<file path="src/rtl/mux10_arb_pkg.sv">
// Shared types and sizes for the mux10 round-robin arbiter.
package mux10_arb_pkg;
  localparam int NREQ  = 10;
  localparam int SEL_W = 4;

  typedef enum logic {IDLE, GRANT} arb_state_t;
  typedef logic [SEL_W-1:0] sel_t;
endpackage

</file>
<file path="src/rtl/rr_pick10.sv">
// Combinational circular priority pick over 10 candidates starting at ptr.
// Zero latency; the caller masks candidates and must keep ptr in 0..9.
module rr_pick10
  import mux10_arb_pkg::*;
(
  input  logic [NREQ-1:0] cand,
  input  sel_t            ptr,
  output sel_t            idx,
  output logic            found
);

  logic [2*NREQ-1:0] dbl;
  logic [NREQ-1:0]   rot;
  sel_t              off;
  logic [SEL_W:0]    sum;

  always_comb begin
    dbl   = {cand, cand} >> ptr;
    rot   = dbl[NREQ-1:0];
    off   = '0;
    found = 1'b0;
    // Walk downwards so the lowest set offset from ptr wins.
    for (int k = NREQ - 1; k >= 0; k--) begin
      if (rot[k]) begin
        off   = SEL_W'(k);
        found = 1'b1;
      end
    end
    sum = {1'b0, ptr} + {1'b0, off};
    idx = (sum >= (SEL_W+1)'(NREQ)) ? SEL_W'(sum - (SEL_W+1)'(NREQ)) : sum[SEL_W-1:0];
  end

endmodule

</file>
<file path="src/rtl/mux10_rr_arbiter.sv">
// Round-robin owner select for a shared mux10; grant registered 1 cycle after req,
// ownership ends on owner last, owner drop, or MAX_HOLD preemption with bubble-free handoff.
module mux10_rr_arbiter
  import mux10_arb_pkg::*;
#(
  parameter int MAX_HOLD = 16
) (
  input  logic            clk,
  input  logic            resetn,
  input  logic [NREQ-1:0] req,
  input  logic [NREQ-1:0] last,
  output logic [SEL_W-1:0] sel,
  output logic            sel_valid,
  output logic [NREQ-1:0] gnt,
  output logic            busy
);

  arb_state_t      state_q, state_d;
  sel_t            sel_q, sel_d;
  sel_t            ptr_q, ptr_d;
  logic [NREQ-1:0] gnt_q, gnt_d;
  logic            vld_q, vld_d;
  logic [7:0]      hold_q, hold_d;

  logic [NREQ-1:0] owner_bit, cand;
  sel_t            nxt_ptr, pick_ptr, pick_idx;
  logic            pick_found, own_req, own_last, hold_end, grant_end;

  assign owner_bit = NREQ'(1) << sel_q;
  assign own_req   = |(req & owner_bit);
  assign own_last  = |(last & owner_bit);
  assign nxt_ptr   = (sel_q == SEL_W'(NREQ - 1)) ? '0 : sel_q + SEL_W'(1);
  assign hold_end  = (hold_q == 8'(MAX_HOLD - 1));
  assign grant_end = (own_req && own_last) || !own_req || hold_end;

  // While granted, the re-pick starts past the owner and excludes it.
  assign pick_ptr = (state_q == GRANT) ? nxt_ptr : ptr_q;
  assign cand     = (state_q == GRANT) ? (req & ~owner_bit) : req;

  rr_pick10 u_pick (
    .cand  (cand),
    .ptr   (pick_ptr),
    .idx   (pick_idx),
    .found (pick_found)
  );

  always_comb begin
    state_d = state_q;
    sel_d   = sel_q;
    ptr_d   = ptr_q;
    gnt_d   = gnt_q;
    vld_d   = vld_q;
    hold_d  = hold_q;
    case (state_q)
      IDLE: begin
        if (pick_found) begin
          state_d = GRANT;
          sel_d   = pick_idx;
          gnt_d   = NREQ'(1) << pick_idx;
          vld_d   = 1'b1;
          hold_d  = '0;
        end
      end
      GRANT: begin
        if (grant_end) begin
          ptr_d = nxt_ptr;
          if (pick_found) begin
            sel_d  = pick_idx;
            gnt_d  = NREQ'(1) << pick_idx;
            hold_d = '0;
          end else if (hold_end && own_req) begin
            hold_d = '0;
          end else begin
            state_d = IDLE;
            gnt_d   = '0;
            vld_d   = 1'b0;
          end
        end else begin
          hold_d = hold_q + 8'd1;
        end
      end
      default: state_d = IDLE;
    endcase
  end

  always_ff @(posedge clk) begin
    if (!resetn) begin
      state_q <= IDLE;
      sel_q   <= '0;
      ptr_q   <= '0;
      gnt_q   <= '0;
      vld_q   <= 1'b0;
      hold_q  <= '0;
    end else begin
      state_q <= state_d;
      sel_q   <= sel_d;
      ptr_q   <= ptr_d;
      gnt_q   <= gnt_d;
      vld_q   <= vld_d;
      hold_q  <= hold_d;
    end
  end

  assign sel       = sel_q;
  assign sel_valid = vld_q;
  assign gnt       = gnt_q;
  assign busy      = vld_q;

  a_sel_range: assert property (@(posedge clk) disable iff (!resetn) sel_q <= SEL_W'(NREQ - 1));
  a_gnt_oh:    assert property (@(posedge clk) disable iff (!resetn) $onehot0(gnt_q));

endmodule
</file>
<file path="config.mk">
export PLATFORM = sky130hd
export DESIGN_NAME = mux10_rr_arbiter
export DESIGN_NICKNAME = d
export VERILOG_FILES = /design/src/rtl/mux10_arb_pkg.sv /design/src/rtl/rr_pick10.sv /design/src/rtl/mux10_rr_arbiter.sv
export SDC_FILE = /design/constraint.sdc
export NUM_CORES = 1
export LEC_CHECK = 0
export ABC_AREA = 1
export CELL_PAD_IN_SITES_DETAIL_PLACEMENT = 2
export CELL_PAD_IN_SITES_GLOBAL_PLACEMENT = 2
export CORE_MARGIN = 1
export CORE_UTILIZATION = 32
export CTS_BUF_LIST = sky130_fd_sc_hd__clkbuf_8
export DETAILED_ROUTE_END_ITERATION = 16
export PLACE_DENSITY_LB_ADDON = 0.1
export SYNTH_ARGS = -nofsm -noshare
export SYNTH_HDL_FRONTEND = slang
export SYNTH_SLANG_ARGS = --single-unit
</file>
<file path="constraint.sdc">
create_clock -name clk -period 9.15 [get_ports clk]
set_input_delay 1.3725 -clock clk [delete_from_list [all_inputs] [get_ports clk]]
set_output_delay 1.3725 -clock clk [all_outputs]
set_load 0.05 [all_outputs]
</file>
==> results.md <==
- Status: finished, final reports clean
- Commonest non-fill, non-tap cell in the layout: nand2_1
- Core area: 0.00838 mm²
- Met3 WL: 132 µm
- Post-Syn Instances: 489
- Maximum number of pins on one net before global-route repair: 20
- Warnings from Yosys: 0
- Max Clock Skew: 0.00880 ns
- Hold WS: 0.498 ns
- Vias per cell: 5.33
- CP max stage cell: clkdlybuf4s50_1
- P&R area growth vs syn: 16.1%
- Highest Signal Layer: met4
- Crit path DAT: 5.58 ns
- CP max stage delay: 0.58 ns
- Leakage: 1.56 nW
- Grt total ovfl: 0
- P per Cell Area: 410 mW/mm²
- Starting density of the core: 0.337
- Worst Path Max Fanout: 6
- Max_slew headroom: 0.553
- Die H: 96.0 µm
- Drt pass-1 iters: 4
- Met2 wire len: 5320 µm
- Ratio of cells with drive above 1 in the final layout: 0.0703
- Placer Congestion: 0.782
- Std-Cell Rows: 33
- Power Total: 0.00135 W
- Sequential share of the synthesized area: 0.198
- CTS Buffer Depth: 2
- VDD IR max: 0.235 mV
- Filler cells: 1052
- CTS Buf Count: 3
- Hold Crit Class: register to register
- Max-slew violation count: 0
- RSZ-0062 raised after global routing: no
- Port bufs: 37
- Avg Inst Size Synth: 5.78 µm²
- Design area: 0.00328 mm²
- Setup repair bufs after CTS: 0
- MaxCap Viol Count: 0
- Final ANT Viol Nets: 0
- CP Class: primary input to register
- Placed cell areas: 0.00321 mm²
- Total die area: 0.00922 mm²
- Detailed-route via count: 3288
- Post-Syn Area: 0.00283 mm²
- Fmax: 187 MHz
- Global-route wire length before repair: 17100 µm
- Flops & latches, synth: 28
- Worst setup EP type: register
- CTS tree: yes
- Min Tclk post-route: 5.34 ns
- Cts hold-fix bufs: 0
- Clock root buffer: clkbuf_8
- Setup TNS: 0 ns
- Hpwl dp: 7980 µm
- Main synth FF type: dfxtp_1
- Die Width: 96.0 µm
- Worst-Skew Late Latency: 0.29 ns
- Total placed cells including tap cells: 613
- Wire length per cell: 16.6 µm
- Worst-path clk slew: 0.11 ns
- Most frequent cells in the layout: 151 x nand2_1, 95 x nand3_1, 50 x inv_1, 42 x nor2_1, 37 x clkdlybuf4s50_1
- CTS Sinks: 28
- PostCTS Resize Cnt: 0
- Data required time at the worst endpoint: 9.39 ns
- Distinct cell type count after synthesis: 37
- Initial antenna violation count: 0
- Synthesized net count: 520
- Final #Nets: 544
- M1 WL: 4680 µm
- Layout Cells excl Fill: 617
- IO Count: 38
- Fin. Hold Viols: 0
- Drt first-iter violations: 58
- Ant diodes: 0
- Final setup vio count: 0
- Critical Path Most Common Cell: nand2_1
- Measured slew at the worst slew-check pin: 0.669 ns
- Total track usage: 0.238
- Startpoint types: primary input
- Async SR Flop Fraction: 0
- Post-Route WL: 10300 µm
- Vias in the first global route: 3588
- Final period utilization: 0.584
- Drc violations: 0
- EDFF count, synth: 0
- H-tree depth: 1
per-stage QoR:
stage	util	worst slack, ns
final	0.392	3.81
after CTS	0.392	3.74
after floorplan	-	4.72
after global placement	0.383	3.84
after detailed placement	0.383	3.65
after global routing	0.392	3.19
sequential cells by signal (all words and copies together), names as in the netlist:
signal / cells
sel: 4
hold_q: 8
busy: 1
gnt: 10
state_q: 1
ptr_q: 4
power breakdown:
part | switching [W] | internal (W) | total [W] | leakage [nW]
sequential | 0.0000301 | 0.000151 | 0.000181 | 0.229
combinational | 0.000748 | 0.000314 | 0.00106 | 1.30
clock | 0.0000437 | 0.0000588 | 0.000102 | 0.0357
cell type report:
class,count,area [µm²],area share
Clock buffer,3,41.3,0.0126
Clock inverter,1,30.0,0.00915
Inverter,55,208,0.0633
Multi-Input combinational cell,387,1930,0.589
Sequential cell,28,561,0.171
Tap cell,105,131,0.0400
Timing Repair Buffer,38,378,0.115
cells by family after synthesis:
group | count (synthesis) | share of synthesized area
AND/OR/NAND/NOR | 337 | 0.547
buffers and inverters | 74 | 0.118
AO/OA/AOI/OAI | 36 | 0.0792
flip-flops | 28 | 0.198
adder cells (fa/ha/maj) | 9 | 0.0425
XOR/XNOR | 5 | 0.0155
routing by layer:
| layer | vias up | global-route usage |
|---|---|---|
| li1 | 1644 | - |
| met1 | 1603 | 0.287 |
| met2 | 30 | 0.455 |
| met3 | 11 | 0.0118 |
| met4 | 0 | 0.0585 |
| met5 | - | 0 |
synth_stat cells, types with 2 or more instances:
cell type  count  area share
o21ai_0        7       0.012
dfxtp_1       28        0.20
nor2_1        42       0.056
o21ai_1        4      0.0071
ha_1           8       0.035
buf_2          7       0.012
xor2_1         4       0.012
and3_1         3      0.0066
nor4_1         3      0.0066
nand4_1       11       0.024
nand3_2        3       0.011
nor2_2         5       0.011
or2_2          2      0.0044
nand2_2        7       0.015
a211oi_1       3      0.0080
inv_1         50       0.066
clkbuf_1       4      0.0053
nand2_4        2      0.0080
inv_2          4      0.0053
nor2_4         4       0.016
nand3b_1       4       0.011
buf_4          4       0.011
buf_6          4       0.016
nand3_1       95        0.17
a31oi_1        2      0.0044
nand2_1      151        0.20
nor3_1         5      0.0088
a21oi_1       13       0.023
o21ai_2        2      0.0062
worst max-delay path: cells and delay by family:
kind,cells,cell delay (ns)
AOI/OAI and AO/OA,3,0.63
adders and majority gates,3,0.83
buffers and inverters,5,1.00
and+or+nand+nor,18,1.76
worst paths after layout:
path / start / end / slack, ns / cells past startpoint
setup / recovery: req[3] / gnt[1]$_SDFFE_PN0P_ / 3.81 / 29
hold / removal: hold_q[3]$_SDFFE_PN0P_ / hold_q[3]$_SDFFE_PN0P_ / 0.50 / 2
setup reg to reg: sel[0]$_SDFFE_PN0P_ / gnt[1]$_SDFFE_PN0P_ / 3.82 / 32
hold reg to reg: hold_q[3]$_SDFFE_PN0P_ / hold_q[3]$_SDFFE_PN0P_ / 0.50 / 2
Note: power is estimated with default switching activity, not from simulation.
